[config.mk]
export PLATFORM = sky130hd
export DESIGN_NAME = lm35_adc_reader
export DESIGN_NICKNAME = d
export VERILOG_FILES = /design/src/rtl/lm35_adc_reader.sv
export SDC_FILE = /design/constraint.sdc
export NUM_CORES = 1
export LEC_CHECK = 0
export BUFFER_PORTS_ARGS = -buffer_cell sky130_fd_sc_hd__buf_2
export CAP_MARGIN = 20
export CORE_ASPECT_RATIO = 1.4
export CORE_UTILIZATION = 45
export DETAILED_ROUTE_END_ITERATION = 8
export SKIP_CTS_REPAIR_TIMING = 1
export SYNTH_ARGS = -nofsm -noshare
export SYNTH_HDL_FRONTEND = slang
export SYNTH_SLANG_ARGS = --single-unit
[constraint.sdc]
create_clock -name clk -period 4.85 [get_ports clk]
set_clock_uncertainty 0.15 [all_clocks]
set_input_delay 0.97 -clock clk [delete_from_list [all_inputs] [get_ports clk]]
set_output_delay 0.97 -clock clk [all_outputs]
set_load 0.02 [all_outputs]
[src/rtl/lm35_adc_reader.sv]
// ---------------------------------------------------------------------------
// lm35_adc_reader
//
// Periodically reads an LM35 temperature sensor through a 10-bit SPI ADC
// (mode 0, single-ended channel 0) and converts the raw code to whole
// degrees Celsius: temp = (code * 165) >> 9, which is the code scaled by
// Vref = 3.3 V and the LM35's 10 mV/C slope.
//
// A conversion starts when the free-running sample timer expires or when
// 'start' is pulsed while idle. One frame is:
//   CS_SETUP (CLK_DIV clk) -> SHIFT (16 SCLK periods) -> CS_HOLD (CLK_DIV clk)
//   -> CONVERT (1 clk) -> DONE (1 clk)
// Start-to-valid latency is (2+32)*CLK_DIV + 3 clk cycles.
//
// Parameters
//   CLK_DIV        clk cycles per SCLK half-period (2..255)
//   SAMPLE_PERIOD  clk cycles between automatic conversion starts
//                  (at least 64*CLK_DIV)
//
// Ports
//   clk       in   system clock, rising edge
//   rst_n     in   synchronous active-low reset
//   start     in   one-cycle request for an immediate conversion
//   adc_miso  in   serial data from the ADC
//   adc_cs_n  out  ADC chip select, active low
//   adc_sclk  out  SPI clock, idle low
//   adc_mosi  out  SPI command bits
//   adc_code  out  last raw 10-bit code captured
//   numero2   out  temperature in whole degrees C (0..329)
//   valid     out  one-cycle strobe when numero2 updates
//   busy      out  high from conversion start until the cycle before valid
//
// Build option
//   LM35_AVG_EN  when defined, numero2/valid update once every four
//                conversions using the mean of the four codes; adc_code
//                still updates on every conversion.
// ---------------------------------------------------------------------------
module lm35_adc_reader #(
  parameter int CLK_DIV       = 25,
  parameter int SAMPLE_PERIOD = 5_000_000
) (
  input  logic       clk,
  input  logic       rst_n,
  input  logic       start,
  input  logic       adc_miso,
  output logic       adc_cs_n,
  output logic       adc_sclk,
  output logic       adc_mosi,
  output logic [9:0] adc_code,
  output logic [8:0] numero2,
  output logic       valid,
  output logic       busy
);

  typedef enum logic [2:0] {
    IDLE,
    CS_SETUP,
    SHIFT,
    CS_HOLD,
    CONVERT,
    DONE
  } state_t;

  localparam logic [7:0]  DIV_LAST   = 8'(CLK_DIV - 1);
  localparam logic [31:0] TIMER_LAST = 32'(SAMPLE_PERIOD - 1);
  // start bit, single-ended, channel 0, MSB-first
  localparam logic [3:0]  CMD        = 4'b1101;

  state_t      state;
  state_t      state_nx;
  logic [7:0]  div_cnt;
  logic [4:0]  half_cnt;   // SCLK half-period index inside SHIFT; bit 0 = SCLK level
  logic [31:0] timer;
  logic [9:0]  shreg;
  logic [3:0]  period;     // zero-based SCLK period inside SHIFT
  logic        div_end;
  logic        go;
  logic        shift_en;

`ifdef LM35_AVG_EN
  logic [11:0] acc_sum;
  logic [1:0]  acc_cnt;
`endif

  // Code to degrees C. The 18-bit product cannot overflow (1023*165 < 2^18)
  // and the result truncates toward zero.
  function automatic logic [8:0] to_celsius(input logic [9:0] code);
    logic [17:0] prod;
    prod = 18'(code) * 18'd165;
    return prod[17:9];
  endfunction

  assign div_end = (div_cnt == DIV_LAST);
  assign period  = half_cnt[4:1];
  // Only IDLE can launch a frame, so a start while busy is simply dropped;
  // a start coinciding with timer expiry launches a single frame.
  assign go      = (state == IDLE) && (start || (timer == TIMER_LAST));
  // Sample on the clk where SCLK rises (end of a low half), zero-based
  // periods 5..14; the null bit (period 4) and the final period are skipped.
  assign shift_en = (state == SHIFT) && div_end && !half_cnt[0] &&
                    (period >= 4'd5) && (period <= 4'd14);

  always_ff @(posedge clk) begin
    if (!rst_n) begin
      state <= IDLE;
    end else begin
      state <= state_nx;
    end
  end

  always_comb begin
    state_nx = state;
    adc_cs_n = 1'b1;
    adc_sclk = 1'b0;
    adc_mosi = 1'b0;
    case (state)
      IDLE: begin
        if (go) state_nx = CS_SETUP;
      end
      CS_SETUP: begin
        adc_cs_n = 1'b0;
        if (div_end) state_nx = SHIFT;
      end
      SHIFT: begin
        adc_cs_n = 1'b0;
        adc_sclk = half_cnt[0];
        // MOSI holds for a whole period, so it only moves on SCLK falling
        if (period < 4'd4) adc_mosi = CMD[2'd3 - period[1:0]];
        if (div_end && (half_cnt == 5'd31)) state_nx = CS_HOLD;
      end
      CS_HOLD: begin
        adc_cs_n = 1'b0;
        if (div_end) state_nx = CONVERT;
      end
      CONVERT: begin
        state_nx = DONE;
      end
      DONE: begin
        state_nx = IDLE;
      end
      default: begin
        state_nx = IDLE;
      end
    endcase
  end

  always_ff @(posedge clk) begin
    if (!rst_n) begin
      timer    <= '0;
      div_cnt  <= '0;
      half_cnt <= '0;
    end else begin
      // The timer runs through the whole frame so that automatic starts are
      // exactly SAMPLE_PERIOD clk apart.
      if (go || (timer == TIMER_LAST)) timer <= '0;
      else                             timer <= timer + 32'd1;

      if ((state == IDLE) || (state == CONVERT) || (state == DONE) || div_end)
        div_cnt <= '0;
      else
        div_cnt <= div_cnt + 8'd1;

      if (state != SHIFT)  half_cnt <= '0;
      else if (div_end)    half_cnt <= half_cnt + 5'd1;
    end
  end

  always_ff @(posedge clk) begin
    if (shift_en) shreg <= {shreg[8:0], adc_miso};
  end

  always_ff @(posedge clk) begin
    if (!rst_n) begin
      adc_code <= '0;
      numero2  <= '0;
      valid    <= 1'b0;
      busy     <= 1'b0;
`ifdef LM35_AVG_EN
      acc_sum  <= '0;
      acc_cnt  <= '0;
`endif
    end else begin
      valid <= 1'b0;
      if (go) busy <= 1'b1;

      if (state == CONVERT) begin
        adc_code <= shreg;
`ifdef LM35_AVG_EN
        acc_sum  <= acc_sum + 12'(shreg);
        acc_cnt  <= acc_cnt + 2'd1;
`endif
      end

      if (state == DONE) begin
        busy <= 1'b0;
`ifdef LM35_AVG_EN
        // acc_cnt wraps to zero exactly when the fourth code has been added
        if (acc_cnt == 2'd0) begin
          numero2 <= to_celsius(acc_sum[11:2]);
          valid   <= 1'b1;
          acc_sum <= '0;
        end
`else
        numero2 <= to_celsius(adc_code);
        valid   <= 1'b1;
`endif
      end
    end
  end

endmodule

==> flow_summary.yaml, run 1 <==
finish:
  syn_to_final_growth_pct: 12.8
  nNetsFinal: 593
  drive_above_1_share: 0.107
  fillers: 995
  antennaDiodeCount: 0
global_route:
  grt_pass1_wl_um: 15600
  grt_antenna_before_repair: 0
  grt_pass1_vias: 3457
  grt_max_degree: 31
  grt_overflow: 0
  grt_util_all_layers: 0.190
logic_synthesis:
  synth-async-reset-ratio: 0
  yosysSeqAreaShare: 0.367
  synth-edff-count: 10
  syn_area_um2: 4580
  yosys.cell_types.count: 53
  yosys_warnings: 0
  ys_seq_elements: 79
  synth_cells: 506
  synth_flop_cell: "dfxtp_1"
  synth_nets: 571
  avgSynthCellArea_um2: 9.05
timing:
  tightest_slew_ns: 0.642
  fin_crit_sh: 0.818
  slew_viol_final: 0
  fin_setup_tns_ns: 0
  fin_crit_ns: 3.97
  rsz0062_at_grt: "false"
  setup_violations: 0
  setup_ws_ns: 0.880
  relSlewSlack: 0.568
  fmax_mhz: 252
  hold_viol: 0
floorplanning:
  ios: 28
  die-area_um2: 10600
  fp.dieH_um: 121
  rows: 43
  initial_utilization: 0.463
  dieWidth_um: 87.3
  core_um2: 9900
clock_tree:
  cts_buffers: 9
  clock_latency_ns: 0.33
  cts_tree: "built"
  path_clk_slew_ns: 0.06
  clock_path_buffers: 2
  cts_num_sinks: 79
  htreeDepth: 3
  cts_root_buf: "clkbuf_16"
critical_path:
  critical_path_arrival_ns: 4.05
  r2r-start: "adc_code[3]$_SDFFE_PN0P_"
  required_ns: 4.93
  crit_end: "numero2[7]$_SDFFE_PN0P_"
  cp_max_fo: 5
  rr_worst_depth: 13
  cp-start-kind: "flop"
  crit_type: "flop to flop"
  rrSetupSlack_ns: 0.88
  end_kind: "flop"
  startpoint: "adc_code[3]$_SDFFE_PN0P_"
  r2r_end: "numero2[7]$_SDFFE_PN0P_"
drt:
  first_pass_iters: 6
  drc_errors: 0
  finalWirelength_um: 9340
  via_per_inst: 5.34
  vias: 3564
  drt-initial-drc-count: 84
  final_antenna_net_count: 0
  wl_per_cell_um: 14.0
place:
  portBuffers: 27
  place_congestion: 0.831
  place_hpwl_um: 7190
  pre_cts_ws_ns: 0.889
worst_hold_path:
  worstHoldStart: "timer[0]$_SDFF_PP0_"
  min_path_type: "flop to flop"
power:
  cellPowerDensity_nw_per_um2: 285
  leakage_nw: 2.16
  peakVddDrop_uv: 162
flow_run:
  maxCapViolations: 0
outcome:
  status: "finished, final reports clean"
[how the worst min path moves through the flow]
stage / end / slack (ns) / cells after the start
3_3_place_gp: timer[0]$_SDFF_PP0_ / 0.28 / 1
4_1_cts: timer[0]$_SDFF_PP0_ / 0.29 / 1
5_1_grt: timer[0]$_SDFF_PP0_ / 0.31 / 1
6_report: timer[0]$_SDFF_PP0_ / 0.29 / 1
2_1_floorplan: timer[0]$_SDFF_PP0_ / 0.26 / 1
3_5_place_dp: timer[0]$_SDFF_PP0_ / 0.28 / 1
[Yosys cell counts, types with 10 or more instances]
cell / number / share of area
ha_1: 52 / 0.14
xor2_1: 12 / 0.023
nand4_1: 13 / 0.018
nand2_1: 56 / 0.046
o21ai_0: 11 / 0.012
clkbuf_1: 13 / 0.011
a21boi_0: 13 / 0.021
dfxtp_1: 69 / 0.30
edfxtp_1: 10 / 0.066
xnor2_1: 23 / 0.044
inv_1: 29 / 0.024
nor3_1: 16 / 0.017
nand3_1: 24 / 0.026
a21oi_1: 12 / 0.013
nor2_1: 57 / 0.047
[critical path: stages (launching register included)]
cell	delay [ns]
dfxtp_1	0.35
ha_1	0.32
inv_1	0.06
fa_1	0.50
inv_1	0.05
fa_1	0.45
ha_1	0.31
ha_1	0.34
a211oi_1	0.26
nor2_1	0.11
a2111oi_0	0.44
buf_4	0.20
nor2_1	0.06
a211o_1	0.26
[stage by stage]
| step | cells | hold slack (ns) | area, um^2 | util | power, mW |
|---|---|---|---|---|---|
| 2_1_floorplan | 506 | 0.264 | 4580 | - | 0.711 |
| 3_5_place_dp | 652 | 0.282 | 4830 | 0.488 | 0.721 |
| 6_report | 668 | 0.289 | 5160 | 0.522 | 1.47 |
| 4_1_cts | 668 | 0.293 | 5160 | 0.522 | 1.49 |
| 3_3_place_gp | 652 | 0.276 | 4830 | 0.488 | 0.720 |
| 5_1_grt | 668 | 0.311 | 5160 | 0.522 | 1.52 |
[where the power goes]
part | switching, mW | leakage (nW) | internal [mW] | total (mW)
clock network | 0.264 | 0.164 | 0.502 | 0.766
logic | 0.0239 | 1.35 | 0.0115 | 0.0354
registers | 0.00534 | 0.647 | 0.665 | 0.671
[sequential cells by signal (all words and copies together) (netlist names), 3 cells and up]
| signal | count |
|---|---|
| half_cnt | 5 |
| state | 3 |
| div_cnt | 8 |
| timer | 32 |
| numero2 | 9 |
| adc_code | 10 |
| shreg | 10 |
[final cells by class]
class	instances	area (um^2)	share of cell area
repair buffers	30	158	0.0305
inverters	29	109	0.0211
multi-input cells	379	2710	0.525
clock inverters	6	108	0.0208
well taps	135	169	0.0327
clock buffers	10	229	0.0443
flip-flops and latches	79	1680	0.326
[cells in the final DEF, fill, tap and decap left out, drive strengths merged, types with 9 or more instances in the layout]
cell,n
a21boi,13
a21oi,13
buf,30
clkbuf,10
dfxtp,69
edfxtp,10
fa,9
ha,52
inv,30
nand2,56
nand3,26
nand4,13
nor2,57
nor3,17
nor4,9
o21ai,11
xnor2,23
xor2,12
[kinds of logic after synthesis]
group / synth area share
buf+inv: 0.0410
mux: 0.0134
flops: 0.367
simple gates: 0.234
fa+ha+maj: 0.181
xor+xnor: 0.0669
compound gates: 0.0964
[routing by layer]
layer,vias to the layer above,part of all wire,global-route usage
li1,1826,-,-
met1,1694,0.42,0.207
met2,35,0.54,0.354
met3,9,0.027,0.0442
met4,0,0.011,0.0594
met5,-,0,0
(Power assumes the default switching activity.)
==> run 2, diff against run 1 <==
==> constraint.sdc (replaced) <==
create_clock -name clk -period 3.3 [get_ports clk]
set_clock_uncertainty 0.15 [all_clocks]
set_input_delay 0.66 -clock clk [delete_from_list [all_inputs] [get_ports clk]]
set_output_delay 0.66 -clock clk [all_outputs]
set_load 0.02 [all_outputs]
==> run 2 against run 1 <==
The run now ends with setup timing left; clock power is 59% higher; die area stayed put; final cell count is 3.0% higher; total power is 53% higher; maximum frequency is 16% higher; hold slack worse by 0.0014 ns; clock-buffer cell count is 1 lower; via count is 1.4% higher; sequential share of layout area is 1.7 points lower; non-clock buffer count is 20 higher; flip-flop and latch count stayed put; critical path type unchanged; largest cell class unchanged; largest power group unchanged; highest routed layer unchanged.
==> flow_summary.yaml, run 2 (same netlist as run 1, synthesis figures left out) <==
power:
  p_total_mw: 2.26
  cellPowerDensity_nw_per_um2: 410
  intPower_mw: 1.81
  peakVddDrop_uv: 331
  clkPwrFrac: 0.542
  p_sw_frac: 0.198
  seqPwrFrac: 0.435
  comb_power_share: 0.023
  leakage_nw: 2.26
  switchingPower_uw: 448
drt:
  drt-initial-drc-count: 109
  drc_errors: 0
  wl_per_cell_um: 14.1
  vias: 3614
  finalWirelength_um: 9680
  via_per_inst: 5.25
  first_pass_iters: 5
  final_antenna_net_count: 0
critical_path:
  cp-start-kind: "flop"
  critical_path_arrival_ns: 3.50
  required_ns: 3.38
  cp_max_fo: 4
  end_kind: "flop"
  crit_type: "flop to flop"
clock_tree:
  clock_latency_ns: 0.34
  cts_num_sinks: 79
  cts_buffers: 9
  htreeDepth: 3
  cts_tree: "built"
  clock_path_buffers: 2
  cts_root_buf: "clkbuf_16"
  path_clk_slew_ns: 0.07
finish:
  largest_register: "timer"
  layout_commonest_cell: "dfxtp_1"
  largest_reg_flops: 32
  reg_top3: "timer (32), adc_code (10), shreg (10)"
  final_cell_mix: "60 x dfxtp_1, 56 x nand2_1, 55 x nor2_1"
  antennaDiodeCount: 0
  drive_above_1_share: 0.192
  nNetsFinal: 613
  syn_to_final_growth_pct: 20.2
timing:
  whs_ns: 0.288
  relSlewSlack: 0.611
  hold_viol: 0
  slew_viol_final: 0
  fin_crit_sh: 1.04
  fin_crit_ns: 3.42
  fin_setup_tns_ns: -0.660
  tightest_slew_ns: 0.583
  fmax_mhz: 292
  rsz0062_at_grt: "true"
  setup_violations: 7
  setup_ws_ns: -0.124
floorplanning:
  rows: 43
  initial_utilization: 0.463
  ios: 28
  core_um2: 9900
  die-area_um2: 10600
  dieWidth_um: 87.3
  fp.dieH_um: 121
outcome:
  violations: "setup timing"
  status: "finished with violations"
worst_hold_path:
  min_path_type: "flop to flop"
flow_run:
  maxCapViolations: 0
global_route:
  grt_antenna_before_repair: 0
  grt_util_all_layers: 0.196
  grt_pass1_wl_um: 16100
  grt_pass1_vias: 3535
  grt_max_degree: 31
  grt_overflow: 0
place:
  place_congestion: 0.813
  portBuffers: 27
  place_hpwl_um: 7350
run 2: changes by cell type in the layout (fill, tap and decap cells not counted), moves of 2 or more:
| cell | change |
|---|---|
| nor2_2 | +2 |
| ha_4 | +7 |
| buf_4 | +20 |
| dfxtp_1 | -9 |
| a211oi_2 | +3 |
| dfxtp_4 | +2 |
| a2111oi_0 | -2 |
| nor2_1 | -2 |
| o21ai_0 | -2 |
| clkinv_4 | +2 |
| ha_1 | -8 |
| dfxtp_2 | +7 |
| a211oi_1 | -3 |
run 2: layer usage:
layer,share of wire,track usage
met5,0,0
met3,0.019,0.0333
met1,0.43,0.222
met4,0.019,0.0861
met2,0.53,0.355
run 2: per-stage QoR:
| stage | instance area, um^2 | util | instances | worst slack [ns] |
|---|---|---|---|---|
| 6_report | 5510 | 0.556 | 688 | -0.124 |
| 5_1_grt | 5510 | 0.556 | 688 | -0.238 |
| 4_1_cts | 5470 | 0.553 | 686 | -0.175 |
| 3_5_place_dp | 5100 | 0.515 | 670 | -0.164 |
| 3_3_place_gp | 5100 | 0.515 | 670 | -0.108 |
| 2_1_floorplan | 4720 | - | 506 | -0.0347 |
run 2: power groups by stage:
| stage | Combinational [mW] | Clock (mW) | Sequential (mW) |
|---|---|---|---|
| 6_report | 0.0519 | 1.22 | 0.983 |
| 5_1_grt | 0.0580 | 1.28 | 0.984 |
| 4_1_cts | 0.0532 | 1.24 | 0.983 |
| 3_5_place_dp | 0.0530 | 0 | 1.00 |
| 3_3_place_gp | 0.0519 | 0 | 1.00 |
| 2_1_floorplan | 0.0407 | 0 | 1.00 |
run 2: path summary, 6_finish.rpt:
kind,start,end,slack [ns],cells after the start
worst max-delay path,adc_code[3]$_SDFFE_PN0P_,numero2[6]$_SDFFE_PN0P_,-0.12,13
worst min-delay path,timer[0]$_SDFF_PP0_,timer[0]$_SDFF_PP0_,0.29,1
worst max register to register,adc_code[3]$_SDFFE_PN0P_,numero2[6]$_SDFFE_PN0P_,-0.12,13
worst min register to register,timer[0]$_SDFF_PP0_,timer[0]$_SDFF_PP0_,0.29,1
run 2: layout make-up:
type | instances | area (um^2)
clock buffers | 9 | 225
clock inverters | 7 | 145
fillers | 920 | 4390
inverters | 29 | 109
multi-input cells | 379 | 2850
flip-flops and latches | 79 | 1700
well taps | 135 | 169
repair buffers | 50 | 308
run 2: worst max-delay path, stage by stage (launching register included):
cell,delay (ns)
dfxtp_4,0.36
ha_4,0.27
inv_2,0.03
fa_1,0.49
inv_1,0.05
fa_1,0.50
ha_4,0.29
ha_4,0.20
a211oi_2,0.21
nor2_2,0.10
a211o_1,0.35
buf_4,0.16
nand4_1,0.08
nand3_1,0.07
==> run 3, diff against run 2 <==
--- a/config.mk
+++ b/config.mk
@@ -8,6 +8,7 @@
 export BUFFER_PORTS_ARGS = -buffer_cell sky130_fd_sc_hd__buf_2
 export CAP_MARGIN = 20
 export CORE_ASPECT_RATIO = 1.4
+export CORE_MARGIN = 8
 export CORE_UTILIZATION = 45
 export DETAILED_ROUTE_END_ITERATION = 8
 export SKIP_CTS_REPAIR_TIMING = 1
==> run 3 against run 2 <==
The flow still finishes with violations (setup timing); via count is 0.22% higher; die area increased by 29%; global-route usage decreased by 4.3 points; hold slack improved by 0.0050 ns; critical path depth is 2 lower; clock-buffer cell count up 1; flip-flop and latch count did not move; clock power shrank 14%; sequential power about the same; sequential share of layout area increased by 0.28 points; wire length up 2.4%; largest cell class unchanged; largest power group unchanged.
==> flow_summary.yaml, run 3 (same netlist as run 1, synthesis figures left out) <==
global_route:
  grt_overflow: 0
  grt_antenna_before_repair: 0
  grt_util_all_layers: 0.153
  grt_pass1_vias: 3658
  grt_max_degree: 31
  grt_pass1_wl_um: 16900
floorplanning:
  fp.dieH_um: 135
  dieWidth_um: 101
  die-area_um2: 13700
  rows: 43
  core_um2: 9900
  ios: 28
  initial_utilization: 0.463
finish:
  largest_register: "timer"
  layout_commonest_cell: "dfxtp_1"
  nNetsFinal: 610
  largest_reg_flops: 32
  syn_to_final_growth_pct: 19.2
  antennaDiodeCount: 0
  fillers: 932
  final_cell_mix: "60 x dfxtp_1, 56 x nand2_1, 55 x nor2_1"
  drive_above_1_share: 0.195
  fin_area_um2: 5460
  reg_top3: "timer (32), adc_code (10), shreg (10)"
drt:
  wl_per_cell_um: 14.5
  finalWirelength_um: 9910
  first_pass_iters: 4
  drt-initial-drc-count: 161
  final_antenna_net_count: 0
  via_per_inst: 5.29
  drc_errors: 0
  vias: 3622
power:
  leakage_nw: 2.23
  p_total_mw: 2.08
  cellPowerDensity_nw_per_um2: 382
  peakVddDrop_uv: 348
outcome:
  status: "finished with violations"
  violations: "setup timing"
place:
  place_congestion: 0.835
  place_area_um2: 5080
  place_hpwl_um: 7800
  portBuffers: 27
critical_path:
  r2r_end: "numero2[7]$_SDFFE_PN0P_"
  r2r-start: "adc_code[4]$_SDFFE_PN0P_"
  path_delay_family: "adder cells"
  rr_worst_depth: 11
  end_kind: "flop"
  worst-path-buf-inv: 2
  critical_path_arrival_ns: 3.52
  critPathMaxStageDelay_ns: 0.51
  rrSetupSlack_ns: -0.14
  required_ns: 3.38
  cp_max_fo: 5
  path_common_cell: "ha_4"
  cp-start-kind: "flop"
  crit_chain: "ha_4 > inv_2 > fa_1 > inv_2 > fa_1 > ha_4 > ha_4 > and3_4 > a2111oi_4 > nor2_2 > a211o_1"
  crit_type: "flop to flop"
  slowest_stage: "fa_1"
worst_hold_path:
  min_path_type: "flop to flop"
  worstHoldStart: "timer[0]$_SDFF_PP0_"
  whs_endpoint: "timer[0]$_SDFF_PP0_"
  whs_path_depth: 1
timing:
  setup_ws_ns: -0.142
  fmax_mhz: 291
  fin_crit_sh: 1.04
  hold_viol: 0
  tightest_slew_ns: 0.600
  fin_setup_tns_ns: -0.506
  relSlewSlack: 0.600
  setup_violations: 6
  fin_crit_ns: 3.44
  rsz0062_at_grt: "true"
  slew_viol_final: 0
clock_tree:
  cts_num_sinks: 79
  clock_latency_ns: 0.34
  path_clk_slew_ns: 0.06
  cts_root_buf: "clkbuf_16"
  cts_buffers: 9
  cts_tree: "built"
  htreeDepth: 3
  clock_path_buffers: 2
flow_run:
  maxCapViolations: 0
## run 3: how the worst max path moves through the flow
stage                                         from  cells after the start                       to
after global placement    adc_code[3]$_SDFFE_PN0P_                     11  numero2[7]$_SDFFE_PN0P_
after floorplan           adc_code[3]$_SDFFE_PN0P_                     11  numero2[7]$_SDFFE_PN0P_
after global routing      adc_code[3]$_SDFFE_PN0P_                     12  numero2[3]$_SDFFE_PN0P_
final                     adc_code[4]$_SDFFE_PN0P_                     11  numero2[7]$_SDFFE_PN0P_
after CTS                 adc_code[4]$_SDFFE_PN0P_                     11  numero2[7]$_SDFFE_PN0P_
after detailed placement  adc_code[4]$_SDFFE_PN0P_                     11  numero2[7]$_SDFFE_PN0P_
## run 3: report_power, final
part	switching (mW)	internal, mW	total [mW]
sequential	0.00761	0.976	0.984
combinational	0.0353	0.0176	0.0529
clock	0.389	0.659	1.05
## run 3: final cells by class
class	count	area, um^2	area share
inverters	29	109	0.0199
flip-flops and latches	79	1700	0.311
clock inverters	6	85.1	0.0156
repair buffers	47	289	0.0529
well taps	135	169	0.0309
clock buffers	10	229	0.0419
multi-input cells	379	2880	0.528
## run 3: metal layers
layer / routed length [um] / global-route usage
met3: 271 / 0.0257
met5: 0 / 0
met2: 5370 / 0.285
met4: 141 / 0.0599
met1: 4120 / 0.167
## run 3: through the flow
step           cells   util  worst slack [ns]  hold WS (ns)
2_1_floorplan    506      -           -0.0347         0.264
3_3_place_gp     667  0.513            -0.128         0.272
3_5_place_dp     667  0.513            -0.211         0.295
4_1_cts          683  0.545            -0.222         0.303
5_1_grt          685  0.551            -0.245         0.316
6_report         685  0.551            -0.142         0.293
